==> src/rtl/pf_lanectrl_dly_seq.sv <==
// Delay-line step sequencer: walks the RX/TX DQS delay line to an absolute tap inside an HS_IO_CLK_PAUSE window.
// Define PF_LANECTRL_DLY_SEQ_MOVE_CNT_EN to add the saturating MOVE_CNT output.
module pf_lanectrl_dly_seq #(
    parameter int unsigned TAP_W       = 8,
    parameter int unsigned DEFAULT_TAP = 1,
    parameter int unsigned MOVE_GAP    = 4,
    parameter int unsigned PAUSE_PRE   = 2,
    parameter int unsigned PAUSE_POST  = 2
) (
    input  logic             FAB_CLK,
    input  logic             RESET,
    input  logic             REQ_VALID,
    output logic             REQ_READY,
    input  logic             REQ_LOAD,
    input  logic             REQ_SEL,
    input  logic [TAP_W-1:0] REQ_TAP,
    output logic             DONE,
    output logic             ERR,
    output logic [TAP_W-1:0] RX_TAP,
    output logic [TAP_W-1:0] TX_TAP,
    output logic             DELAY_LINE_SEL,
    output logic             DELAY_LINE_LOAD,
    output logic             DELAY_LINE_DIRECTION,
    output logic             DELAY_LINE_MOVE,
    output logic             HS_IO_CLK_PAUSE,
    input  logic             RX_DELAY_LINE_OUT_OF_RANGE,
`ifdef PF_LANECTRL_DLY_SEQ_MOVE_CNT_EN
    output logic [15:0]      MOVE_CNT,
`endif
    input  logic             TX_DELAY_LINE_OUT_OF_RANGE
);

    localparam int unsigned MAX_A   = (MOVE_GAP > PAUSE_PRE) ? MOVE_GAP : PAUSE_PRE;
    localparam int unsigned CNT_MAX = (MAX_A > PAUSE_POST) ? MAX_A : PAUSE_POST;
    localparam int unsigned CNT_W   = $clog2(CNT_MAX + 1);

    typedef enum logic [2:0] {
        S_IDLE, S_PRE, S_MOVE, S_GAP, S_POST, S_LOAD, S_FIN
    } state_t;

    state_t             state_q, state_d;
    logic [CNT_W-1:0]   cnt_q;
    logic [TAP_W-1:0]   tgt_q, rx_q, tx_q;
    logic               sel_q, dir_q, err_q;
    logic               ready_q, pause_q, move_q, load_q, done_q;
    logic               ready_d, pause_d, move_d, load_d, done_d, sel_d, dir_d;
    logic               accept, oor_sel, abort;
    logic [TAP_W-1:0]   cur_req, cur_run;

    assign accept  = REQ_VALID && ready_q;
    assign cur_req = REQ_SEL ? tx_q : rx_q;
    assign cur_run = sel_q ? tx_q : rx_q;
    // Only the selected line's range flag can abort a run
    assign oor_sel = sel_q ? TX_DELAY_LINE_OUT_OF_RANGE : RX_DELAY_LINE_OUT_OF_RANGE;
    assign abort   = ((state_q == S_MOVE) || (state_q == S_GAP)) && oor_sel;

    // State register and per-state cycle counter
    always_ff @(posedge FAB_CLK) begin
        if (RESET) begin
            state_q <= S_IDLE;
            cnt_q   <= '0;
        end else begin
            state_q <= state_d;
            cnt_q   <= (state_d != state_q) ? '0 : cnt_q + CNT_W'(1);
        end
    end

    // Next-state logic
    always_comb begin
        state_d = state_q;
        case (state_q)
            S_IDLE: begin
                if (accept) begin
                    if (REQ_LOAD)                state_d = S_LOAD;
                    else if (REQ_TAP == cur_req) state_d = S_FIN;
                    else                         state_d = S_PRE;
                end
            end
            S_PRE:  if (cnt_q == CNT_W'(PAUSE_PRE - 1)) state_d = S_MOVE;
            S_MOVE: state_d = oor_sel ? S_POST : S_GAP;
            S_GAP: begin
                if (oor_sel)
                    state_d = S_POST;
                else if (cnt_q == CNT_W'(MOVE_GAP - 1))
                    state_d = (cur_run != tgt_q) ? S_MOVE : S_POST;
            end
            S_POST: if (cnt_q == CNT_W'(PAUSE_POST - 1)) state_d = S_FIN;
            S_LOAD: state_d = S_FIN;
            S_FIN:  state_d = S_IDLE;
            default: state_d = S_IDLE;
        endcase
    end

    // Output decode from the next state, registered below
    always_comb begin
        ready_d = (state_d == S_IDLE);
        pause_d = (state_d == S_PRE) || (state_d == S_MOVE) ||
                  (state_d == S_GAP) || (state_d == S_POST);
        move_d  = (state_d == S_MOVE);
        load_d  = (state_d == S_LOAD);
        done_d  = (state_d == S_FIN);
        sel_d   = sel_q;
        dir_d   = dir_q;
        if (accept) begin
            sel_d = REQ_SEL;
            if (!REQ_LOAD) dir_d = (REQ_TAP > cur_req);
        end
    end

    // Registered outputs, trackers and sticky error
    always_ff @(posedge FAB_CLK) begin
        if (RESET) begin
            ready_q <= 1'b1;
            pause_q <= 1'b0;
            move_q  <= 1'b0;
            load_q  <= 1'b0;
            done_q  <= 1'b0;
            sel_q   <= 1'b0;
            dir_q   <= 1'b0;
            err_q   <= 1'b0;
            tgt_q   <= '0;
            rx_q    <= TAP_W'(DEFAULT_TAP);
            tx_q    <= TAP_W'(DEFAULT_TAP);
        end else begin
            ready_q <= ready_d;
            pause_q <= pause_d;
            move_q  <= move_d;
            load_q  <= load_d;
            done_q  <= done_d;
            sel_q   <= sel_d;
            dir_q   <= dir_d;
            if (accept) tgt_q <= REQ_TAP;
            // Tracker steps on the same edge that raises DELAY_LINE_MOVE
            if (state_d == S_MOVE) begin
                if (sel_q) tx_q <= dir_q ? tx_q + TAP_W'(1) : tx_q - TAP_W'(1);
                else       rx_q <= dir_q ? rx_q + TAP_W'(1) : rx_q - TAP_W'(1);
            end
            if (state_q == S_LOAD) begin
                if (sel_q) tx_q <= TAP_W'(DEFAULT_TAP);
                else       rx_q <= TAP_W'(DEFAULT_TAP);
                err_q <= 1'b0;
            end else if (abort) begin
                err_q <= 1'b1;
            end
        end
    end

`ifdef PF_LANECTRL_DLY_SEQ_MOVE_CNT_EN
    logic [15:0] move_cnt_q;

    // Saturating count of MOVE pulses since reset
    always_ff @(posedge FAB_CLK) begin
        if (RESET)
            move_cnt_q <= '0;
        else if ((state_d == S_MOVE) && (move_cnt_q != 16'hFFFF))
            move_cnt_q <= move_cnt_q + 16'd1;
    end

    assign MOVE_CNT = move_cnt_q;
`endif

    assign REQ_READY            = ready_q;
    assign DONE                 = done_q;
    assign ERR                  = err_q;
    assign RX_TAP               = rx_q;
    assign TX_TAP               = tx_q;
    assign DELAY_LINE_SEL       = sel_q;
    assign DELAY_LINE_LOAD      = load_q;
    assign DELAY_LINE_DIRECTION = dir_q;
    assign DELAY_LINE_MOVE      = move_q;
    assign HS_IO_CLK_PAUSE      = pause_q;

endmodule

==> config.mk <==
export PLATFORM = sky130hd
export DESIGN_NAME = pf_lanectrl_dly_seq
export DESIGN_NICKNAME = d
export VERILOG_FILES = /design/src/rtl/pf_lanectrl_dly_seq.sv
export SDC_FILE = /design/constraint.sdc
export NUM_CORES = 1
export LEC_CHECK = 0
export BUFFER_PORTS_ARGS = -buffer_cell sky130_fd_sc_hd__buf_2
export CORE_MARGIN = 1
export CORE_UTILIZATION = 30
export DETAILED_ROUTE_END_ITERATION = 8
export HOLD_SLACK_MARGIN = 0.12
export PLACE_DENSITY = 0.46
export SETUP_SLACK_MARGIN = 0.4
export SLEW_MARGIN = 20
export SYNTH_ARGS = -nofsm -noshare
export SYNTH_HDL_FRONTEND = slang
export SYNTH_SLANG_ARGS = --single-unit
==> constraint.sdc <==
create_clock -name FAB_CLK -period 2.8 [get_ports FAB_CLK]
set_input_delay 0.42 -clock FAB_CLK [delete_from_list [all_inputs] [get_ports FAB_CLK]]
set_output_delay 0.42 -clock FAB_CLK [all_outputs]
set_load 0.005 [all_outputs]
==> results.toml, run 1 <==
[placement]
placed_area_um2 = 2927
dp_cells = 436
dp_hpwl_um = 5314
io_buffers = 38
place_congestion = 0.8268

[power]
power_density_nw_per_um2 = 993.8
vdd_drop_max_v = 0.0003351
p_total_uw = 3291
p_leak_uw = 0.001375

[floorplanning]
ios = 39
die_area_um2 = 8787
chipHeight_um = 93.74
placementRows = 33
initial_core_util_pct = 30.88
core_area_um2 = 8175
dieWidth_um = 93.74

[min_path]
worstHoldEndpoint = "tgt_q[3]"
hold_path_depth = 3
min_from = "REQ_TAP[3]"
hold_path.class = "in2reg"

[setup_path]
worstPathRequired_ps = 3020
r2r_start = "DELAY_LINE_SEL"
reg2regPathDepth = 7
arrival_ps = 2660
cp-start-kind = "register"
r2r_slack_ps = 360
r2r_end = "DELAY_LINE_LOAD"
crit_fanout = 8
critPathCaptureType = "register"
critical_path_class = "reg2reg"

[timing]
fin_crit_sh_pct = 87.08
finClkSkew_ps = 11.93
finalMaxSlewViolations = 0
hold_viol = 0
hold_ws_ps = 376.5
fin_crit_ps = 2438
finalSetupViolations = 0
max_slew_margin_pct = 59.37
tightest_slew_ps = 609.4
rsz0062_at_grt = "yes"
fmax_ghz = 0.4101

[clock_network]
cts_hold_buf = 0
clk_latency_ps = 290
cts_root_buf = "clkbuf_8"
cts_buffers = 5
path_clk_slew_ps = 80
htree_levels = 2
cts_tree = "done"
cts_sinks = 38
cts_buffer_depth = 2

[layout]
fin_cells = 457
diodes = 0
area_growth_pct = 31.17
multi_input_comb_area_um2 = 1826
utilization_pct = 40.51
final_area_um2 = 3312
seqCellArea_um2 = 789.5
nets = 393
layout-drive-gt1-share_pct = 34.66
fillers = 886

[logic_synthesis]
synth_area_um2 = 2525
syn_nets = 330
ys_ff_latch = 38
yosysWarnings = 0
seq_area_frac_synth_pct = 30.13
ys.flop_type = "dfxtp_1"
synth_edf_count = 0
synth_top_area_cell = "dfxtp_1"
ys_types = 46
syn_inst = 288
async_reset_ff_share_pct = 0
synthDominantCellAreaShare_pct = 30.13
syn_area_per_cell_um2 = 8.767
synth_area_leaders = "dfxtp_1 (30%), ha_1 (12%), mux2i_1 (6.3%)"

[detailed_routing]
ant_nets = 0
wire_per_inst_um = 15.06
drtIter0Drc = 64
dr.pass1.iters = 4
viasPerCell = 4.996
route.detailed.drc = 0
wl_um = 6881
vias = 2283

[grt]
grt_pass1_wl_um = 10980
grt_max_degree = 31
grt_pass1_vias = 2136
globalRouteTotalUtil_pct = 16.37
antenna_found_initial = 0
grt-ovfl-total = 0

[run_status]
status = "finished, final reports clean"

[flow_run]
maxCapViolations = 0
[power breakdown]
| group | internal [uW] | total (uW) | switching (uW) |
|---|---|---|---|
| registers | 686 | 830 | 144 |
| logic | 1010 | 2060 | 1050 |
| clock network | 198 | 400 | 201 |
| total | 1890 | 3290 | 1400 |
[cell type report]
type / count / area share (%)
multi-input combinational: 226 / 55.12
timing repair buffer: 67 / 12.73
tap: 105 / 3.967
sequential: 38 / 23.84
inverter: 13 / 1.473
clock buffer: 6 / 2.493
clock inverter: 2 / 0.3778
[through the flow]
step	setup slack, ps	TNS (ps)
floorplan	340.4	0
global placement	-76.42	-765.0
detailed placement	-61.23	-615.9
CTS	362.6	0
global route	217.2	0
finish	361.7	0
[worst max path at each step]
stage                         startpoint              end  cells past startpoint
after detailed placement         REQ_SEL         register                     10
after CTS                 DELAY_LINE_SEL  DELAY_LINE_LOAD                      7
after floorplan                  REQ_SEL         register                     11
after global placement           REQ_SEL         register                     10
final                     DELAY_LINE_SEL  DELAY_LINE_LOAD                      7
after global routing      DELAY_LINE_SEL  DELAY_LINE_LOAD                      7
[per-layer routing]
layer | track usage, % | part of all wire (%) | vias up
li1 | - | - | 1165
met1 | 23.58 | 51 | 1076
met2 | 25.12 | 44 | 35
met3 | 2.832 | 3.2 | 7
met4 | 3.846 | 1.1 | 0
met5 | 0 | 0 | -
[synthesized netlist by cell type, types with 11 or more instances]
master / instances
ha_1: 25
mux2i_1: 16
dfxtp_1: 38
a21oi_1: 19
o2bb2ai_1: 12
xnor2_1: 12
xor2_1: 11
nand2_1: 27
nor2_1: 16
inv_1: 13
[logic make-up (layout without fill, tap and decap cells)]
kind of cell	after synthesis	in the layout	share of synthesized area (%)
AOI/OAI and AO/OA	63	63	17.54
adders and majority gates	27	27	13.97
xor gates and xnor gates	23	23	7.978
and+or+nand+nor	97	97	20.12
buffers and inverters	24	88	3.915
DFF	38	38	30.13
muxes	16	16	6.343
[cell usage in the layout (no fill, tap or decap), types with 5 or more instances in the layout]
master	synthesis	routed
inv_1	13	11
ha_1	25	23
nand3_1	7	6
mux2i_1	16	11
xor2_1	11	11
buf_4	0	27
a21oi_1	19	18
xnor2_1	12	11
nor2b_1	7	7
nand2b_1	8	8
buf_2	1	37
dfxtp_4	0	5
dfxtp_1	38	25
nor2_1	16	16
o2bb2ai_1	12	9
nand2_1	27	26
nor3_1	8	6
clkbuf_8	0	6
dfxtp_2	0	8
[worst max-delay path, stage by stage (launching register included)]
cell     delay [ps]
dfxtp_4         420
mux2i_2         240
xor2_1          200
or4b_1          450
o41a_1          360
o211a_1         270
or2_4           250
nor3b_2         170
[what timing repair did]
item	4_1_cts	5_1_grt
setup buffers	5	8
resized for setup	27	24
setup endpoints to repair	25	24
pin swaps	5	16
Power figures use the tool's default switching activity.
==> run 2, diff against run 1 <==
--- a/config.mk
+++ b/config.mk
@@ -5,12 +5,12 @@
 export SDC_FILE = /design/constraint.sdc
 export NUM_CORES = 1
 export LEC_CHECK = 0
-export BUFFER_PORTS_ARGS = -buffer_cell sky130_fd_sc_hd__buf_2
 export CORE_MARGIN = 1
 export CORE_UTILIZATION = 30
 export DETAILED_ROUTE_END_ITERATION = 8
+export DONT_BUFFER_PORTS = 1
 export HOLD_SLACK_MARGIN = 0.12
-export PLACE_DENSITY = 0.46
+export PLACE_DENSITY = 0.42
 export SETUP_SLACK_MARGIN = 0.4
 export SLEW_MARGIN = 20
 export SYNTH_ARGS = -nofsm -noshare
==> run 2 against run 1 <==
Sequential cell count did not move. Utilization rose by 0.43 points. Critical path depth rose by 1. Final cell count fell by 5.9%. Final area rose by 1.1%. Critical endpoint unchanged. Largest cell class unchanged.
==> results.toml, run 2 (synthesis results as in run 1) <==
[grt]
antenna_found_initial = 0
grt-ovfl-total = 0
grt_max_degree = 31
globalRouteTotalUtil_pct = 18.07
grt_pass1_wl_um = 12010
grt_pass1_vias = 2209

[timing]
tightest_slew_ps = 556.8
finClkSkew_ps = 7.051
finalSetupTns_ps = 0
setup_ws_ps = 365.2
fmax_ghz = 0.4107
hold_viol = 0
max_slew_margin_pct = 62.75
fin_crit_ps = 2435
rsz0062_at_grt = "yes"
fin_crit_sh_pct = 86.96
finalMaxSlewViolations = 0
finalSetupViolations = 0

[setup_path]
r2r_slack_ps = 370
reg2regPathDepth = 8
critical_path.slowest_cell = "or4b_1"
critPathCaptureType = "register"
slowest_delay_ps = 520
r2r_start = "DELAY_LINE_SEL"
r2r_end = "DELAY_LINE_LOAD"
arrival_ps = 2660
cp_cell_sequence = "buf_12, mux2i_1, xnor2_1, or4b_1, o41a_1, o211a_1, or2_4, nor3b_2"
crit_path_start = "DELAY_LINE_SEL"
critical_path_class = "reg2reg"
cp-start-kind = "register"
crit_fanout = 6
worstPathRequired_ps = 3020

[power]
p_seq_share_pct = 24.2
power_density_nw_per_um2 = 1017
pwr-share-comb_pct = 64.2
power_switching_uw = 1430
p_clk_share_pct = 11.6
p_leak_uw = 0.001289
intPower_uw = 1972
vdd_drop_max_v = 0.0004162
switching_share_pct = 42.04

[placement]
place_congestion = 0.7875
placed_area_um2 = 2801
io_buffers = 0
dp_hpwl_um = 5552
place_ws_ps = 101.4

[layout]
final_common_cell = "buf_4"
nets = 366
seqCellArea_um2 = 783.3
area_growth_pct = 32.56
fillers = 836
diodes = 0
multi_input_comb_area_um2 = 1913
utilization_pct = 40.94
final_area_um2 = 3347
layout-drive-gt1-share_pct = 31.38
layout_common_cells = "buf_4 (36), dfxtp_1 (28), nand2_1 (26)"

[detailed_routing]
wire_per_inst_um = 17.45
vias = 2193
drtIter0Drc = 59
route.detailed.drc = 0
viasPerCell = 5.100
ant_nets = 0
dr.pass1.iters = 4
wl_um = 7505

[min_path]
hold_path_depth = 1
hold_path.class = "in2reg"
min_from = "RESET"

[floorplanning]
chipHeight_um = 93.74
ios = 39
dieWidth_um = 93.74
placementRows = 33
initial_core_util_pct = 30.88
die_area_um2 = 8787
core_area_um2 = 8175

[clock_network]
htree_levels = 2
cts_tree = "done"
cts_sinks = 38
path_clk_slew_ps = 70
clk_latency_ps = 290
cts_root_buf = "clkbuf_8"
cts_buffer_depth = 2
cts_buffers = 5

[run_status]
status = "finished, final reports clean"

[flow_run]
maxCapViolations = 0
## run 2: changes by cell type in the layout (fill, tap and decap cells not counted), sizes merged
cell	previous run	this run
bufbuf	0	2
buf	67	38
clkbuf	6	7
inv	13	12
## run 2: power groups by stage
| stage | Clock, uW | Sequential, uW | Combinational (uW) |
|---|---|---|---|
| after floorplan | 0 | 800 | 1280 |
| after global placement | 0 | 820 | 1750 |
| after detailed placement | 0 | 816 | 1740 |
| after CTS | 407 | 817 | 1930 |
| after global routing | 432 | 844 | 2400 |
| final | 395 | 825 | 2180 |
## run 2: repair_timing
action / CTS / global route
setup buffers: 10 / 5
setup endpoints to repair: 22 / 23
resized for setup: 29 / 27
hold buffers: 0 / 0
pin swaps: 17 / 15
cloned: 2 / 0
## run 2: final cells by class
class / count / area share, %
Clock buffer: 7 / 2.579
Inverter: 13 / 1.570
Timing Repair Buffer: 40 / 11.21
Clock inverter: 1 / 0.1495
Tap cell: 105 / 3.925
Sequential cell: 38 / 23.40
Multi-Input combinational cell: 226 / 57.16
## run 2: worst max-delay path: cells and delay by family, from the launching register on
family,cells,cell delay (ps)
flops,1,370
xor+xnor,1,90
mux,1,220
buf+inv,1,130
simple gates,3,920
compound gates,2,620
## run 2: through the flow
stage	hold slack, ps	std cells	power [uW]
after CTS	183.0	425	3154
final	191.5	430	3403
after floorplan	421.5	288	2076
after global routing	167.9	430	3679
after global placement	441.2	405	2566
after detailed placement	447.8	405	2555
## run 2: metal layers
layer	share of wire [%]	GRT usage, %	vias up
met5	0	0	-
met4	0.84	3.590	0
met3	4.1	5.259	6
met2	44	26.89	36
met1	51	25.69	1039
li1	-	-	1112
## run 2: worst max-delay path by stage
stage / end / slack (ps)
after CTS: DELAY_LINE_LOAD / 310
after global placement: register / 70
final: DELAY_LINE_LOAD / 370
after detailed placement: register / 100
after global routing: register / 260
after floorplan: register / 340
==> run 3, diff against run 2 <==
--- a/config.mk
+++ b/config.mk
@@ -9,6 +9,7 @@
 export CORE_UTILIZATION = 30
 export DETAILED_ROUTE_END_ITERATION = 8
 export DONT_BUFFER_PORTS = 1
+export GPL_TIMING_DRIVEN = 0
 export HOLD_SLACK_MARGIN = 0.12
 export PLACE_DENSITY = 0.42
 export SETUP_SLACK_MARGIN = 0.4
==> run 3 against run 2 <==
The run now ends with DRC left. Sequential cell count unchanged. Critical path depth up 1. Power grew 3.4%. Non-clock buffer count shrank 4. Register-to-register slack worse by 100 ps.
==> results.toml, run 3 (synthesis results as in run 1) <==
[run_status]
status = "finished, violations left"
failed_checks = "DRC"

[layout]
layout_common_cells = "nand2_1 (26), ha_1 (21), dfxtp_1 (20)"
nets = 362
layout-drive-gt1-share_pct = 33.75
final_common_cell = "nand2_1"
fillers = 828
area_growth_pct = 37.61
diodes = 0

[timing]
finalSetupTns_ps = 0
fmax_ghz = 0.3941
rsz0062_at_grt = "yes"
hold_viol = 0
max_slew_margin_pct = 55.95
fin_crit_ps = 2538
finClkSkew_ps = 7.198
tightest_slew_ps = 660.8
fin_crit_sh_pct = 90.63
finalMaxSlewViolations = 0
finalSetupViolations = 0

[grt]
grt_pass1_vias = 2170
globalRouteTotalUtil_pct = 16.86
grt_max_degree = 11
grt-ovfl-total = 0
antenna_found_initial = 0
grt_pass1_wl_um = 11210

[setup_path]
reg2regPathDepth = 9
crit_fanout = 6
r2r_start = "DELAY_LINE_SEL"
cp-start-kind = "register"
critPathCaptureType = "register"
r2r_slack_ps = 260
r2r_end = "DONE"
cp_cell_sequence = "buf_8, buf_6, mux2i_2, xnor2_1, or4b_1, o41a_1, o211a_1, or2_4, nor3b_2"
worstPathRequired_ps = 3020
critical_path.slowest_cell = "or4b_1"
arrival_ps = 2760
critical_path_class = "reg2reg"
slowest_delay_ps = 500

[floorplanning]
core_area_um2 = 8175
die_area_um2 = 8787
chipHeight_um = 93.74
placementRows = 33
dieWidth_um = 93.74
ios = 39
initial_core_util_pct = 30.88

[power]
p_leak_uw = 0.001254
vdd_drop_max_v = 0.0003107
p_total_uw = 3519
power_density_nw_per_um2 = 1013

[placement]
io_buffers = 0
place_congestion = 0.7578
dp_hpwl_um = 5173

[clock_network]
htree_levels = 2
cts_buffers = 5
cts_sinks = 38
path_clk_slew_ps = 80
clk_latency_ps = 290
cts_root_buf = "clkbuf_8"
cts_tree = "done"
cts_buffer_depth = 2
cts_hold_buf = 0

[detailed_routing]
vias = 2225
wire_per_inst_um = 17.06
wl_um = 7249
ant_nets = 0
route.detailed.drc = 2
dr.pass1.iters = 6
drtIter0Drc = 73
viasPerCell = 5.235

[flow_run]
maxCapViolations = 0

[min_path]
hold_path.class = "in2reg"
worstHoldEndpoint = "tgt_q[6]"
hold_path_depth = 2
min_from = "REQ_TAP[6]"
[run 3: cell type report]
class / count / area (um2) / share of cell area (%)
flip-flops and latches: 38 / 825.8 / 23.77
multi-input cells: 226 / 2059 / 59.27
well taps: 105 / 131.4 / 3.781
repair buffers: 25 / 222.7 / 6.410
inverters: 13 / 55.05 / 1.584
clock buffers: 7 / 76.32 / 2.197
plain buffers: 11 / 103.9 / 2.989
[run 3: worst max-delay path by stage]
stage | start | to | cells after the start
final | DELAY_LINE_SEL | DONE | 9
after detailed placement | REQ_SEL | register | 11
after global routing | DELAY_LINE_SEL | DONE | 9
after floorplan | REQ_SEL | register | 11
after global placement | REQ_SEL | register | 11
after CTS | DELAY_LINE_SEL | register | 10
[run 3: where the power goes]
| group | total, uW | internal, uW | switching (uW) |
|---|---|---|---|
| clock | 371 | 172 | 199 |
| sequential | 930 | 704 | 226 |
| combinational | 2220 | 1090 | 1130 |
| total | 3520 | 1970 | 1550 |
[run 3: timing repair]
item / CTS / global route
gates resized for setup: 39 / 74
buffers inserted: 15 / 10
setup endpoints to repair: 25 / 25
pin swaps: 12 / 25
[run 3: worst max-delay path, delay by kind of cell (launching register included)]
kind / cells / cell delay, ps
and+or+nand+nor: 3 / 910
AOI/OAI and AO/OA: 2 / 630
DFF: 1 / 380
buffers and inverters: 2 / 230
muxes: 1 / 220
xor gates and xnor gates: 1 / 100
[run 3: stage by stage]
| stage | instances | cell area [um2] | utilization [%] | hold slack (ps) | worst slack [ps] |
|---|---|---|---|---|---|
| floorplan | 288 | 2559 | - | 421.5 | 340.4 |
| global placement | 393 | 2690 | 32.90 | 440.9 | -65.67 |
| detailed placement | 393 | 2690 | 32.90 | 444.4 | -60.36 |
| CTS | 415 | 2999 | 36.69 | 251.2 | 223.9 |
| global route | 425 | 3475 | 42.50 | 256.7 | 141.5 |
| finish | 425 | 3475 | 42.50 | 252.6 | 262.3 |
[run 3: layer usage]
layer	global-route usage [%]	wire length, um
met1	23.01	3515
met2	27.13	3368
met3	3.641	294
met4	3.462	70
met5	0	0
